--- src/rtl/read_logic_stream_out_if.sv ---
// AXI4-Stream byte interface used on the egress side of read_logic_stream_out.
// The master drives data, valid and last; the slave drives ready.
interface read_logic_stream_out_if #(
    parameter int unsigned DATA_WIDTH = 8
);
    logic [DATA_WIDTH-1:0] tdata;
    logic                  tvalid;
    logic                  tlast;
    logic                  tready;

    modport master (
        output tdata,
        output tvalid,
        output tlast,
        input  tready
    );

    modport slave (
        input  tdata,
        input  tvalid,
        input  tlast,
        output tready
    );
endinterface

--- src/rtl/read_logic_stream_out.sv ---
// read_logic_stream_out: read-side sequencer and AXI4-Stream egress stage.
// Compares committed vs read line tribits, pulses rd_char_incr/rd_newline into the
// read counters, captures the 1-cycle-latency buffer RAM output and queues it in a
// 2-entry output FIFO that drives the master stream without bubbles inside a frame.
// Optional: define READ_LOGIC_FRAME_STATS_EN to add a saturating frames_sent_o counter.
module read_logic_stream_out #(
    parameter int unsigned DATA_WIDTH = 8,
    parameter int unsigned OUT_DEPTH  = 2
) (
    input  logic                    clk,
    input  logic                    rst,
    input  logic [2:0]              wr_ptr_tribit_i,
    input  logic [2:0]              rd_ptr_tribit_i,
    input  logic                    tlast_flag_i,
    input  logic [DATA_WIDTH-1:0]   rd_data_i,
    output logic                    rd_char_incr_o,
    output logic                    rd_newline_o,
    read_logic_stream_out_if.master m_axis
`ifdef READ_LOGIC_FRAME_STATS_EN
    ,
    output logic [15:0]             frames_sent_o
`endif
);

    // The FIFO pointers and occupancy arithmetic below assume exactly two entries.
    if (OUT_DEPTH != 2) begin : g_bad_depth
        $error("read_logic_stream_out supports OUT_DEPTH == 2 only");
    end

    typedef enum logic [0:0] {
        StIdle,
        StStream
    } state_e;

    state_e state_q, state_d;

    logic                  inflight_q, inflight_d;
    logic                  cap_tlast_q, cap_tlast_d;

    logic [DATA_WIDTH-1:0] fifo_data_q [2];
    logic                  fifo_last_q [2];
    logic                  fifo_wr_q, fifo_wr_d;
    logic                  fifo_rd_q, fifo_rd_d;
    logic [1:0]            fifo_cnt_q, fifo_cnt_d;

    logic                  empty;
    logic                  issue;
    logic                  push;
    logic                  pop;
    logic [1:0]            occupancy;

    // Tribits carry a wrap bit, so plain equality distinguishes empty from full.
    assign empty = (rd_ptr_tribit_i == wr_ptr_tribit_i);

    assign pop  = m_axis.tvalid && m_axis.tready;
    assign push = inflight_q;

    // Slots still claimed after this cycle: a byte leaving now frees its slot, which is
    // what lets a 2-entry FIFO sustain one byte per cycle with a 1-cycle RAM latency.
    assign occupancy = fifo_cnt_q + {1'b0, inflight_q} - {1'b0, pop};

    // Next-state and issue decision for the read sequencer.
    always_comb begin
        state_d = state_q;
        issue   = 1'b0;
        unique case (state_q)
            StIdle: begin
                if (!empty) begin
                    state_d = StStream;
                end
            end
            StStream: begin
                if (occupancy < 2'd2) begin
                    issue = 1'b1;
                    if (tlast_flag_i) begin
                        state_d = StIdle;
                    end
                end
            end
            default: begin
                state_d = StIdle;
            end
        endcase
    end

    // Mealy counter strobes; exactly one of them accompanies each issued byte.
    always_comb begin
        rd_char_incr_o = issue && !tlast_flag_i && !rst;
        rd_newline_o   = issue &&  tlast_flag_i && !rst;
    end

    // Track the byte whose RAM read is in flight and whether it closes its frame.
    always_comb begin
        inflight_d  = issue;
        cap_tlast_d = issue ? tlast_flag_i : cap_tlast_q;
    end

    // Sequencer state and in-flight tracking registers.
    always_ff @(posedge clk) begin
        if (rst) begin
            state_q     <= StIdle;
            inflight_q  <= 1'b0;
            cap_tlast_q <= 1'b0;
        end else begin
            state_q     <= state_d;
            inflight_q  <= inflight_d;
            cap_tlast_q <= cap_tlast_d;
        end
    end

    // FIFO pointer and occupancy next-state.
    always_comb begin
        fifo_wr_d  = push ? ~fifo_wr_q : fifo_wr_q;
        fifo_rd_d  = pop  ? ~fifo_rd_q : fifo_rd_q;
        fifo_cnt_d = fifo_cnt_q + {1'b0, push} - {1'b0, pop};
    end

    // Output FIFO storage: the RAM word arrives the cycle after issue and is pushed then.
    always_ff @(posedge clk) begin
        if (rst) begin
            for (int i = 0; i < 2; i++) begin
                fifo_data_q[i] <= '0;
                fifo_last_q[i] <= 1'b0;
            end
            fifo_wr_q  <= 1'b0;
            fifo_rd_q  <= 1'b0;
            fifo_cnt_q <= 2'd0;
        end else begin
            if (push) begin
                fifo_data_q[fifo_wr_q] <= rd_data_i;
                fifo_last_q[fifo_wr_q] <= cap_tlast_q;
            end
            fifo_wr_q  <= fifo_wr_d;
            fifo_rd_q  <= fifo_rd_d;
            fifo_cnt_q <= fifo_cnt_d;
        end
    end

    // FIFO head drives the stream; registered storage keeps it stable under backpressure.
    always_comb begin
        m_axis.tdata  = fifo_data_q[fifo_rd_q];
        m_axis.tlast  = fifo_last_q[fifo_rd_q];
        m_axis.tvalid = (fifo_cnt_q != 2'd0);
    end

`ifdef READ_LOGIC_FRAME_STATS_EN
    logic [15:0] frames_sent_q, frames_sent_d;

    // Count completed frames, holding at all-ones instead of wrapping.
    always_comb begin
        frames_sent_d = frames_sent_q;
        if (pop && m_axis.tlast && (frames_sent_q != 16'hFFFF)) begin
            frames_sent_d = frames_sent_q + 16'd1;
        end
    end

    // Frame statistics register.
    always_ff @(posedge clk) begin
        if (rst) begin
            frames_sent_q <= 16'd0;
        end else begin
            frames_sent_q <= frames_sent_d;
        end
    end

    assign frames_sent_o = frames_sent_q;
`endif

endmodule

--- src/flat_wrapper.sv ---
// flat-port wrapper written by rule: the top's interface ports become plain ports
module read_logic_stream_out_flat 
#(
    parameter int unsigned DATA_WIDTH = 8,
    parameter int unsigned OUT_DEPTH  = 2
)
  (clk, rst, wr_ptr_tribit_i, rd_ptr_tribit_i, tlast_flag_i, rd_data_i, rd_char_incr_o, rd_newline_o, m_axis_tdata, m_axis_tvalid, m_axis_tlast, m_axis_tready);
  read_logic_stream_out_if #(.DATA_WIDTH(DATA_WIDTH)) m_axis_i ();
  input  logic clk;
  input  logic rst;
  input  logic [2:0] wr_ptr_tribit_i;
  input  logic [2:0] rd_ptr_tribit_i;
  input  logic tlast_flag_i;
  input  logic [DATA_WIDTH-1:0] rd_data_i;
  output logic rd_char_incr_o;
  output logic rd_newline_o;
  output wire logic [$bits(m_axis_i.tdata)-1:0] m_axis_tdata;
  output wire logic [$bits(m_axis_i.tvalid)-1:0] m_axis_tvalid;
  output wire logic [$bits(m_axis_i.tlast)-1:0] m_axis_tlast;
  input wire logic [$bits(m_axis_i.tready)-1:0] m_axis_tready;
  assign m_axis_tdata = m_axis_i.tdata;
  assign m_axis_tvalid = m_axis_i.tvalid;
  assign m_axis_tlast = m_axis_i.tlast;
  assign m_axis_i.tready = m_axis_tready;
  read_logic_stream_out #(.DATA_WIDTH(DATA_WIDTH), .OUT_DEPTH(OUT_DEPTH)) u_core (.clk(clk), .rst(rst), .wr_ptr_tribit_i(wr_ptr_tribit_i), .rd_ptr_tribit_i(rd_ptr_tribit_i), .tlast_flag_i(tlast_flag_i), .rd_data_i(rd_data_i), .rd_char_incr_o(rd_char_incr_o), .rd_newline_o(rd_newline_o), .m_axis(m_axis_i));
endmodule
--- config.mk ---
export PLATFORM = sky130hd
export DESIGN_NAME = read_logic_stream_out_flat
export DESIGN_NICKNAME = d
export VERILOG_FILES = /design/src/rtl/read_logic_stream_out_if.sv /design/src/rtl/read_logic_stream_out.sv /design/src/flat_wrapper.sv
export SDC_FILE = /design/constraint.sdc
export NUM_CORES = 1
export LEC_CHECK = 0
export BUFFER_PORTS_ARGS = -buffer_cell sky130_fd_sc_hd__clkbuf_2
export CAP_MARGIN = 20
export CELL_PAD_IN_SITES_DETAIL_PLACEMENT = 2
export CELL_PAD_IN_SITES_GLOBAL_PLACEMENT = 2
export CORE_AREA = 2 2 84 46
export DETAILED_ROUTE_END_ITERATION = 12
export DIE_AREA = 0 0 86 48
export PLACE_DENSITY_LB_ADDON = 0.1
export RECOVER_POWER = 25
export SLEW_MARGIN = 20
export SYNTH_ARGS = -nofsm -noshare
export SYNTH_HDL_FRONTEND = slang
export SYNTH_SLANG_ARGS = --single-unit
--- constraint.sdc ---
create_clock -name clk -period 4.5 [get_ports clk]
set_clock_uncertainty 0.15 [all_clocks]
set_input_delay 0.225 -clock clk [delete_from_list [all_inputs] [get_ports clk]]
set_output_delay 0.225 -clock clk [all_outputs]
set_load 0.01 [all_outputs]
Yosys cells after proc, flatten, opt, wreduce, memory -nomap -nowiden
Memories as Yosys holds them, arrays and structs flattened. A register that Yosys moved wholly into a read port is not among the register bits.
Cells that the tools add are included.
Widths: inputs -> output; s select.
{"block": "word_totals", "reg_bits": 7, "ram_bits": 18, "in_bits": 18, "out_inout_bits": 12, "word_cells": 46, "memories": 2}
{"block": "op_classes", "n_addsub": 2, "magnitude_cmp": 1, "n_eq_ne": 1, "n_mux": 21, "bitwise": 3, "reduce_logical": 10}
{"name": "u_core.fifo_data_q", "words": 2, "word_bits": 8, "rd": 1, "rd_ports_with_merged_regs": 1, "wr": 2, "line_no": "read_logic_stream_out.sv:40", "text": "logic [DATA_WIDTH-1:0] fifo_data_q [2];"}
{"name": "u_core.fifo_last_q", "words": 2, "word_bits": 1, "rd": 1, "rd_ports_with_merged_regs": 1, "wr": 2, "line_no": "read_logic_stream_out.sv:41", "text": "logic fifo_last_q [2];"}
{"op": "$mux 1", "n": 19}
{"op": "$mux 8", "n": 1}
{"op": "$reduce_or 8->1", "n": 1}
{"op": "$logic_and 1x1->1", "n": 5}
{"op": "$eq 3x3->1", "n": 1}
{"op": "$not 1->1", "n": 3}
{"op": "$add 2x1->2", "n": 1}
{"op": "$logic_not 1->1", "n": 2}
{"op": "$lt 2x2->1 const B", "n": 1}
{"op": "$pmux 1 s2", "n": 1}
{"op": "$reduce_bool 2->1", "n": 1}
{"op": "$sub 2x1->2", "n": 1}
{"op": "$reduce_or 1->1", "n": 1}

Longest topological paths before layout
Gate-level depths: netlist (run 1).
{"block": "depth", "word_depth": 8, "ltp_mapped": 7, "mapped_depth_nobuf": 7}

Worst setup path after synthesis (run 1)
No wires, ideal clock.
{"block": "synth_path", "kind": "register to output", "startpoint": "reg u_core.fifo_cnt_q[0]", "endpoint": "out rd_char_incr_o", "t_arrival_ns": 1.567, "t_required_ns": 4.125, "setup_slack_ns": 2.558, "path_stages_with_launch": 8, "path_buffers": 0, "path_cell_list": "dfxtp_1 -> o21a_1 -> ha_1 -> inv_1 -> ha_1 -> xnor3_2 -> nand2_2 -> nor3_1"}
{"block": "synth_between", "elab_chain_cells": 8, "word_cells_on_any_way": 9}
{"item": "start, declared", "line_no": "read_logic_stream_out.sv:44", "text": "logic [1:0] fifo_cnt_q, fifo_cnt_d;"}
{"item": "start signal, assigned", "line_no": "read_logic_stream_out.sv:135", "text": "fifo_cnt_q <= fifo_cnt_d;"}
{"item": "$reduce_bool 2->1", "line_no": "read_logic_stream_out.sv:143", "text": "m_axis.tvalid = (fifo_cnt_q != 2'd0);"}
{"item": "$logic_and 1x1->1", "line_no": "read_logic_stream_out.sv:55", "text": "assign pop = m_axis.tvalid && m_axis.tready;"}
{"item": "net u_core.pop", "line_no": "read_logic_stream_out.sv:49", "text": "logic pop;"}
{"item": "$sub 2x1->2", "line_no": "read_logic_stream_out.sv:60", "text": "assign occupancy = fifo_cnt_q + {1'b0, inflight_q} - {1'b0, pop};"}
{"item": "$lt 2x2->1", "line_no": "read_logic_stream_out.sv:73", "text": "if (occupancy < 2'd2) begin"}
{"item": "$mux 1", "line_no": "read_logic_stream_out.sv:73"}
{"item": "$mux 1", "line_no": "read_logic_stream_out.sv:66", "text": "unique case (state_q)"}
{"item": "$logic_and 1x1->1 (2 in series)", "line_no": "read_logic_stream_out.sv:88", "text": "rd_char_incr_o = issue && !tlast_flag_i && !rst;"}
{"item": "end, declared", "line_no": "flat_wrapper.sv:15", "text": "output logic rd_char_incr_o;"}
The timed path passes the listed nets, and every way through them passes these cells.

Worst setup path in the final report (run 1)
Ends and elaborated chain as after synthesis.

==> impl_metrics.xml, run 1 <==
<?xml version="1.0" encoding="UTF-8"?>
<metrics>
  <group name="worst_setup_path">
    <metric name="worstSetupPathType" unit="">flip-flop to output port</metric>
    <metric name="startpoint_class_of_the_critical_path" unit="">flip-flop</metric>
    <metric name="worstSetupEndpointType" unit="">output port</metric>
    <metric name="crit_path_max_fanout" unit="">4</metric>
    <metric name="crit_buf_inv" unit="">2</metric>
    <metric name="worst-endpoint-arrival" unit="ns">2.05</metric>
    <metric name="path_cells" unit="">o21a_1 -&gt; ha_1 -&gt; inv_1 -&gt; ha_1 -&gt; xnor3_2 -&gt; nand2_2 -&gt; nor3_1 -&gt; clkbuf_2</metric>
    <metric name="worst-endpoint-required" unit="ns">4.12</metric>
    <metric name="critical_path.slowest_cell" unit="">sky130_fd_sc_hd__dfxtp_1</metric>
    <metric name="cp_common_cell" unit="">sky130_fd_sc_hd__ha_1</metric>
    <metric name="critical-path-max-stage-delay" unit="ns">0.34</metric>
    <metric name="family_with_the_most_delay_on_the_worst_path" unit="">adder cells</metric>
  </group>
  <group name="power">
    <metric name="netSwitchingPower" unit="W">0.000211</metric>
    <metric name="p_leak" unit="nW">0.593</metric>
    <metric name="cell_internal_power" unit="W">0.000523</metric>
    <metric name="pwr-share-seq" unit="%">46.0</metric>
    <metric name="pwr-share-clk" unit="%">26.8</metric>
    <metric name="power_density" unit="nW/µm²">522</metric>
    <metric name="vdd_ir_drop_max" unit="V">0.000132</metric>
    <metric name="comb_power_share" unit="%">27.2</metric>
    <metric name="switching_share" unit="%">28.8</metric>
  </group>
  <group name="clock_network">
    <metric name="cts.hold.buffers_added" unit="">0</metric>
    <metric name="cts_inserted_buffers" unit="">3</metric>
    <metric name="worst_skew_pair.late_latency" unit="ns">0.28</metric>
    <metric name="cts.path.max_buffers" unit="">2</metric>
    <metric name="cts_repair_resized_insts" unit="">0</metric>
    <metric name="cts_post_setup_buffers_inserted" unit="">0</metric>
    <metric name="clock-root-buffer" unit="">sky130_fd_sc_hd__clkbuf_8</metric>
    <metric name="clk_pin_slew" unit="ns">0.10</metric>
    <metric name="cts.htree.levels" unit="">1</metric>
    <metric name="tritoncts" unit="">done</metric>
    <metric name="clock_sinks" unit="">26</metric>
  </group>
  <group name="final_layout">
    <metric name="drive_above_1_share" unit="%">39.7</metric>
    <metric name="flow.area_growth_from_synthesis" unit="%">21.5</metric>
    <metric name="seq_area" unit="µm²">701</metric>
    <metric name="fin_util" unit="%">42.3</metric>
    <metric name="multi_input_combinational_cell_area" unit="µm²">430</metric>
    <metric name="final_cell_area" unit="µm²">1410</metric>
    <metric name="num-nets-final" unit="">137</metric>
    <metric name="final.fill_count" unit="">343</metric>
    <metric name="n_antenna_cell" unit="">0</metric>
  </group>
  <group name="synth">
    <metric name="synth_top_area_cell" unit="">sky130_fd_sc_hd__edfxtp_1</metric>
    <metric name="synth.net_count" unit="">105</metric>
    <metric name="synth_top_area_share" unit="%">46.7</metric>
    <metric name="synth.top_cells.by_count" unit="">sky130_fd_sc_hd__and2_1 (18), sky130_fd_sc_hd__edfxtp_1 (18), sky130_fd_sc_hd__mux2_2 (9), sky130_fd_sc_hd__dfxtp_1 (8), sky130_fd_sc_hd__nor2_1 (6)</metric>
    <metric name="synth.lib_cells_used.distinct" unit="">24</metric>
    <metric name="synth-async-reset-ratio" unit="%">0</metric>
    <metric name="synthesis.instances" unit="">85</metric>
    <metric name="synth.ff_latch_count" unit="">26</metric>
    <metric name="synth_enable_flop_cells" unit="">18</metric>
    <metric name="synth.yosys.warnings" unit="">0</metric>
    <metric name="post_synth.cell_area_avg" unit="µm²">13.6</metric>
    <metric name="synth.yosys.seq_area_share" unit="%">60.5</metric>
    <metric name="synth.cell_area" unit="µm²">1160</metric>
    <metric name="ys_top_cells_by_area" unit="">sky130_fd_sc_hd__edfxtp_1 (47%), sky130_fd_sc_hd__dfxtp_1 (14%), sky130_fd_sc_hd__and2_1 (9.7%)</metric>
    <metric name="dominant_synthesized_flop_cell" unit="">sky130_fd_sc_hd__edfxtp_1</metric>
  </group>
  <group name="place">
    <metric name="finalWeightedCongestion" unit="">0.656</metric>
    <metric name="postPlaceCellArea" unit="µm²">1350</metric>
    <metric name="detailed_place_hpwl" unit="mm">1.98</metric>
    <metric name="place_ws" unit="ns">2.36</metric>
    <metric name="buffer_ports.inserted" unit="">29</metric>
  </group>
  <group name="timing">
    <metric name="maxSlewHeadroom" unit="%">35.0</metric>
    <metric name="finalWorstSetupSlack" unit="ns">2.08</metric>
    <metric name="layout_worst_path_cycle_share" unit="%">53.8</metric>
    <metric name="rsz0062_at_grt" unit="">no</metric>
    <metric name="final.hold.worst_slack" unit="ns">0.0671</metric>
    <metric name="timing.fmax" unit="GHz">0.413</metric>
    <metric name="final_hold_violation_count" unit="">0</metric>
    <metric name="post-route-min-period" unit="ns">2.42</metric>
    <metric name="slew_of_the_pin_with_the_lowest_slew_margin" unit="ns">0.973</metric>
    <metric name="setup-tns-final" unit="ns">0</metric>
    <metric name="total_count_of_max_transition_violations_in_the_final_report" unit="">0</metric>
    <metric name="report.final.setup_viol" unit="">0</metric>
  </group>
  <group name="route">
    <metric name="post_drt_via_cell_ratio" unit="">4.75</metric>
    <metric name="vias" unit="">750</metric>
    <metric name="final_antenna_violating_net_count" unit="">0</metric>
    <metric name="route.detailed.drc" unit="">0</metric>
    <metric name="wl_per_cell" unit="µm">16.5</metric>
    <metric name="totalWireLength" unit="mm">2.61</metric>
    <metric name="dr.first_iter.drc_count" unit="">14</metric>
    <metric name="drt_pre_antenna_iters" unit="">4</metric>
  </group>
  <group name="status">
    <metric name="status" unit="">finished clean</metric>
  </group>
  <group name="die">
    <metric name="die_x_extent" unit="µm">86</metric>
    <metric name="placeableCoreArea" unit="µm²">3320</metric>
    <metric name="dieArea" unit="µm²">4130</metric>
    <metric name="die_y" unit="µm">48</metric>
    <metric name="floorplan.initialDensity" unit="%">34.8</metric>
    <metric name="floorplan.rows" unit="">15</metric>
    <metric name="ioPinCount" unit="">30</metric>
  </group>
  <group name="global_route">
    <metric name="grt_pass1_wl" unit="mm">4.00</metric>
    <metric name="via_count_of_the_first_global_routing_pass" unit="">833</metric>
    <metric name="grt_start_max_net_pins" unit="">16</metric>
    <metric name="remaining_global_route_overflow" unit="">0</metric>
    <metric name="track_usage" unit="%">13.9</metric>
    <metric name="antenna_violations_before_repair" unit="">0</metric>
  </group>
  <group name="job">
    <metric name="drv_cap" unit="">0</metric>
  </group>
  <group name="hold_path">
    <metric name="hold_path_class" unit="">input port to flip-flop</metric>
  </group>
</metrics>
==> metrics by stage <==
| stage | power (W) | instances |
|---|---|---|
| after floorplan | 0.000470 | 85 |
| after global placement | 0.000535 | 154 |
| after detailed placement | 0.000550 | 154 |
| after CTS | 0.000748 | 158 |
| after global routing | 0.000775 | 158 |
| final | 0.000734 | 158 |
==> cell families (layout without fill, tap and decap cells) <==
kind of cell | Yosys count | after routing | synth area share (%)
buffers and inverters | 4 | 35 | 1.40
multiplexers | 10 | 10 | 9.62
AND/OR/NAND/NOR | 34 | 34 | 17.8
AO/OA/AOI/OAI | 3 | 3 | 2.59
flip-flops | 26 | 26 | 60.5
XOR/XNOR | 6 | 6 | 5.84
adder cells (fa/ha/maj) | 2 | 2 | 2.16
==> path summary, 6_finish.rpt <==
kind | depth (start not counted) | from | slack [ns] | end
worst max-delay path | 8 | u_core.fifo_cnt_q[0]$_SDFF_PP0_ | 2.08 | rd_char_incr_o
worst min-delay path | 2 | tlast_flag_i | 0.07 | u_core.state_q$_SDFF_PP0_
worst min register to register | 2 | u_core.cap_tlast_q$_SDFFE_PP0N_ | 0.36 | u_core.cap_tlast_q$_SDFFE_PP0N_
worst max register to register | 3 | u_core.inflight_q$_SDFF_PP0_ | 2.36 | u_core.fifo_data_q[1][3]$_SDFFCE_PN0P_
==> cell type report <==
class	count	share of cell area [%]
Clock inverter	1	2.14
Inverter	2	0.534
Sequential cell	26	49.8
Clock buffer	3	2.94
Timing Repair Buffer	29	10.2
Tap cell	42	3.74
Multi-Input combinational cell	55	30.6
==> sequential cells by signal (all words and copies together), names as in the netlist, named ones only <==
name                cells
u_core.cap_tlast_q      1
u_core.fifo_cnt_q       2
u_core.fifo_data_q     16
u_core.fifo_last_q      2
u_core.fifo_rd_q        1
u_core.fifo_wr_q        1
u_core.inflight_q       1
u_core.state_q          1
==> layout by cell type, fill, tap and decap left out, types with 3 or more instances in the layout <==
cell type,instances
sky130_fd_sc_hd__and2_0,8
sky130_fd_sc_hd__and2_1,10
sky130_fd_sc_hd__clkbuf_2,28
sky130_fd_sc_hd__clkbuf_8,3
sky130_fd_sc_hd__dfxtp_1,8
sky130_fd_sc_hd__edfxtp_1,18
sky130_fd_sc_hd__mux2_2,9
sky130_fd_sc_hd__nor2_1,6
sky130_fd_sc_hd__xor2_1,3
==> power groups by stage <==
stage,logic [W],clock network [W],registers [W]
final,0.000200,0.000197,0.000338
after global routing,0.000221,0.000210,0.000345
after CTS,0.000208,0.000200,0.000340
after detailed placement,0.000206,0,0.000344
after global placement,0.000195,0,0.000340
after floorplan,0.000147,0,0.000322
==> per-layer routing <==
layer / global-route usage, % / wire length, µm / part of all wire, % / up-vias
li1: - / - / - / 359
met1: 15.8 / 1150 / 44 / 369
met2: 27.0 / 1360 / 52 / 19
met3: 3.62 / 89 / 3.4 / 3
met4: 3.81 / 16 / 0.61 / 0
met5: 0 / 0 / 0 / -
(Power assumes the default switching activity.)
==> run 2: changes to the inputs <==
Settings changed: ABC_AREA set to 1, CORE_AREA 2 2 84 46 to 2 2 92 50, DIE_AREA 0 0 86 48 to 0 0 94 52.
Clock period 4.5 ns to 2.4 ns, I/O delays scaled along.
==> impl_metrics.xml, run 2 <==
<?xml version="1.0" encoding="UTF-8"?>
<metrics>
  <group name="status">
    <metric name="status" unit="">finished clean</metric>
  </group>
  <group name="route">
    <metric name="dr.first_iter.drc_count" unit="">13</metric>
    <metric name="totalWireLength" unit="mm">2.84</metric>
    <metric name="route.detailed.drc" unit="">0</metric>
    <metric name="post_drt_via_cell_ratio" unit="">4.26</metric>
    <metric name="final_antenna_violating_net_count" unit="">0</metric>
    <metric name="vias" unit="">903</metric>
    <metric name="drt_pre_antenna_iters" unit="">4</metric>
    <metric name="wl_per_cell" unit="µm">13.4</metric>
  </group>
  <group name="timing">
    <metric name="layout_worst_path_cycle_share" unit="%">93.6</metric>
    <metric name="post-route-min-period" unit="ns">2.25</metric>
    <metric name="slew_of_the_pin_with_the_lowest_slew_margin" unit="ns">0.463</metric>
    <metric name="final_hold_violation_count" unit="">0</metric>
    <metric name="setup-tns-final" unit="ns">0</metric>
    <metric name="total_count_of_max_transition_violations_in_the_final_report" unit="">0</metric>
    <metric name="timing.fmax" unit="GHz">0.445</metric>
    <metric name="maxSlewHeadroom" unit="%">69.1</metric>
    <metric name="report.final.setup_viol" unit="">0</metric>
  </group>
  <group name="die">
    <metric name="ioPinCount" unit="">30</metric>
    <metric name="placeableCoreArea" unit="µm²">4150</metric>
    <metric name="die_x_extent" unit="µm">94</metric>
    <metric name="floorplan.initialDensity" unit="%">29.0</metric>
    <metric name="floorplan.rows" unit="">17</metric>
    <metric name="die_y" unit="µm">52</metric>
    <metric name="dieArea" unit="µm²">4890</metric>
  </group>
  <group name="worst_setup_path">
    <metric name="worstSetupEndpointType" unit="">output port</metric>
    <metric name="critical_path.slowest_cell" unit="">sky130_fd_sc_hd__dfxtp_2</metric>
    <metric name="critPathLaunch" unit="">u_core.fifo_cnt_q[1]$_SDFF_PP0_</metric>
    <metric name="crit_path_max_fanout" unit="">5</metric>
    <metric name="critical_path_cell_count" unit="">11</metric>
    <metric name="worst-endpoint-arrival" unit="ns">1.98</metric>
    <metric name="startpoint_class_of_the_critical_path" unit="">flip-flop</metric>
    <metric name="family_with_the_most_delay_on_the_worst_path" unit="">adder cells</metric>
    <metric name="critical-path-max-stage-delay" unit="ns">0.35</metric>
    <metric name="worst_r2r_path_depth" unit="">11</metric>
    <metric name="crit_buf_inv" unit="">4</metric>
    <metric name="path_cells" unit="">o21a_1 -&gt; ha_1 -&gt; inv_1 -&gt; ha_2 -&gt; inv_2 -&gt; nand2_1 -&gt; nand3_1 -&gt; nand2_1 -&gt; nand4_1 -&gt; inv_1 -&gt; clkbuf_2</metric>
    <metric name="timing.reg2reg.setup_slack" unit="ns">0.48</metric>
    <metric name="crit-reg2reg-launch" unit="">u_core.fifo_cnt_q[1]$_SDFF_PP0_</metric>
    <metric name="critical_path.reg2reg.endpoint" unit="">u_core.cap_tlast_q$_SDFFE_PP0N_</metric>
    <metric name="worstSetupPathType" unit="">flip-flop to output port</metric>
    <metric name="setup.worst_path.end" unit="">rd_newline_o</metric>
    <metric name="worst-endpoint-required" unit="ns">2.13</metric>
  </group>
  <group name="clock_network">
    <metric name="clock_sinks" unit="">26</metric>
    <metric name="clk_pin_slew" unit="ns">0.08</metric>
    <metric name="cts_inserted_buffers" unit="">3</metric>
    <metric name="worst_skew_pair.late_latency" unit="ns">0.26</metric>
    <metric name="tritoncts" unit="">done</metric>
    <metric name="cts.path.max_buffers" unit="">2</metric>
    <metric name="clock-root-buffer" unit="">sky130_fd_sc_hd__clkbuf_8</metric>
    <metric name="cts.htree.levels" unit="">1</metric>
  </group>
  <group name="place">
    <metric name="detailed_place_hpwl" unit="mm">2.27</metric>
    <metric name="place_inst" unit="">205</metric>
    <metric name="buffer_ports.inserted" unit="">29</metric>
    <metric name="finalWeightedCongestion" unit="">0.688</metric>
    <metric name="postPlaceCellArea" unit="µm²">1410</metric>
  </group>
  <group name="final_layout">
    <metric name="n_antenna_cell" unit="">0</metric>
    <metric name="top_regs" unit="">u_core.fifo_data_q x16, u_core.fifo_cnt_q x2, u_core.fifo_last_q x2</metric>
    <metric name="most-common-layout-cells" unit="">sky130_fd_sc_hd__clkbuf_2 (28), sky130_fd_sc_hd__nor2_1 (27), sky130_fd_sc_hd__edfxtp_1 (18)</metric>
    <metric name="final-instance-count-excl-fill" unit="">212</metric>
    <metric name="num-nets-final" unit="">176</metric>
    <metric name="drive_above_1_share" unit="%">34.8</metric>
    <metric name="largest_register" unit="">u_core.fifo_data_q</metric>
    <metric name="largest_register_ffs" unit="">16</metric>
    <metric name="flow.area_growth_from_synthesis" unit="%">22.0</metric>
    <metric name="layout_commonest_cell" unit="">sky130_fd_sc_hd__clkbuf_2</metric>
    <metric name="final.fill_count" unit="">498</metric>
    <metric name="final_cell_area" unit="µm²">1470</metric>
  </group>
  <group name="global_route">
    <metric name="grt_start_max_net_pins" unit="">15</metric>
    <metric name="antenna_violations_before_repair" unit="">0</metric>
    <metric name="via_count_of_the_first_global_routing_pass" unit="">1007</metric>
    <metric name="track_usage" unit="%">13.4</metric>
    <metric name="remaining_global_route_overflow" unit="">0</metric>
    <metric name="grt_pass1_wl" unit="mm">4.80</metric>
  </group>
  <group name="synth">
    <metric name="synth.yosys.warnings" unit="">0</metric>
    <metric name="synth.ff_latch_count" unit="">26</metric>
    <metric name="synth-async-reset-ratio" unit="%">0</metric>
    <metric name="synth.top_cells.by_count" unit="">sky130_fd_sc_hd__nor2_1 (27), sky130_fd_sc_hd__edfxtp_1 (18), sky130_fd_sc_hd__inv_1 (18), sky130_fd_sc_hd__nand2_1 (16), sky130_fd_sc_hd__mux2_2 (9)</metric>
    <metric name="synth_top_area_cell" unit="">sky130_fd_sc_hd__edfxtp_1</metric>
    <metric name="synth_top_area_share" unit="%">44.9</metric>
    <metric name="ys_top_cells_by_area" unit="">sky130_fd_sc_hd__edfxtp_1 (45%), sky130_fd_sc_hd__dfxtp_1 (13%), sky130_fd_sc_hd__mux2_2 (8.4%)</metric>
    <metric name="synth.most_common_cell" unit="">sky130_fd_sc_hd__nor2_1</metric>
    <metric name="synth_enable_flop_cells" unit="">18</metric>
    <metric name="post_synth.cell_area_avg" unit="µm²">9.96</metric>
    <metric name="synth.yosys.seq_area_share" unit="%">58.2</metric>
    <metric name="dominant_synthesized_flop_cell" unit="">sky130_fd_sc_hd__edfxtp_1</metric>
    <metric name="synth.lib_cells_used.distinct" unit="">21</metric>
    <metric name="synth.cell_area" unit="µm²">1200</metric>
    <metric name="synthesis.instances" unit="">121</metric>
    <metric name="synth.net_count" unit="">141</metric>
  </group>
  <group name="power">
    <metric name="power.total" unit="W">0.00124</metric>
    <metric name="vdd_ir_drop_max" unit="V">0.000217</metric>
    <metric name="power_density" unit="nW/µm²">845</metric>
    <metric name="p_leak" unit="nW">0.701</metric>
  </group>
  <group name="job">
    <metric name="drv_cap" unit="">0</metric>
  </group>
  <group name="hold_path">
    <metric name="hold_path_class" unit="">input port to flip-flop</metric>
  </group>
</metrics>
## run 2: cell count changes in the layout (fill, tap and decap cells not counted), sizes merged, moves of 3 or more
cell | before | now
and2 | 18 | 0
inv | 2 | 20
nand2 | 1 | 19
nand3 | 0 | 6
nor2 | 6 | 29
xor2 | 3 | 0
## run 2: kinds of logic (layout without fill, tap and decap cells)
kind of cell             Yosys count  count (layout)  share of synthesized area, %
buffers and inverters             22              56                          7.58
XOR/XNOR                           1               1                         0.727
flip-flops                        26              26                          58.2
AO/OA/AOI/OAI                      4               4                          1.87
adder cells (fa/ha/maj)            2               2                          2.08
AND/OR/NAND/NOR                   57              57                          21.2
multiplexers                       9               9                          8.41
## run 2: timing repair
item | in CTS | in global routing
resized for setup | 1 | 2
hold endpoints to repair | 3 | 0
setup buffers | 0 | 2
pin swaps | 0 | 1
endpoints found under the setup margin | 1 | 1
hold buffers | 1 | 0
## run 2: cell type report
type / instances / area, µm² / share of cell area [%]
Timing Repair Buffer: 32 / 169 / 11.5
Sequential cell: 26 / 702 / 47.7
Inverter: 20 / 75.1 / 5.11
Tap cell: 57 / 71.3 / 4.85
Clock buffer: 4 / 45.0 / 3.06
Multi-Input combinational cell: 73 / 408 / 27.7
## run 2: worst min path at each step
stage,depth (start not counted),to,startpoint
2_1_floorplan,1,u_core.fifo_cnt_q[0]$_SDFF_PP0_,rst
3_3_place_gp,2,u_core.fifo_cnt_q[0]$_SDFF_PP0_,rst
3_5_place_dp,2,u_core.fifo_cnt_q[1]$_SDFF_PP0_,rst
4_1_cts,4,u_core.state_q$_SDFF_PP0_,tlast_flag_i
5_1_grt,4,u_core.state_q$_SDFF_PP0_,tlast_flag_i
6_report,4,u_core.state_q$_SDFF_PP0_,tlast_flag_i
## run 2: power breakdown
part | total, W | internal [W] | switching [W] | leakage, nW
sequential | 0.000604 | 0.000549 | 0.0000544 | 0.253
combinational | 0.000394 | 0.000173 | 0.000220 | 0.425
clock | 0.000244 | 0.000119 | 0.000126 | 0.0228
## run 2: through the flow
step	hold WS [ns]	utilization, %	setup WS (ns)
6_report	0.00535	35.4	0.154
5_1_grt	0.0168	35.4	-0.000242
4_1_cts	0.00284	35.2	0.0302
3_5_place_dp	0.255	33.9	0.300
3_3_place_gp	0.251	33.9	0.436
2_1_floorplan	0.0412	-	0.620
## run 2: routing by layer
| metal | global-route usage [%] | part of all wire (%) | up-vias |
|---|---|---|---|
| met5 | 0 | 0 | - |
| li1 | - | - | 452 |
| met4 | 2.17 | 0.46 | 0 |
| met1 | 16.4 | 47 | 428 |
| met3 | 4.35 | 4.6 | 2 |
| met2 | 23.7 | 48 | 21 |
## run 2: worst register-to-register path, delay by kind of cell, from the launching register on
family	cells	cell delay [ns]
AOI/OAI and AO/OA	1	0.20
adders and majority gates	2	0.49
buffers and inverters	3	0.27
DFF	1	0.35
and+or+nand+nor	5	0.42
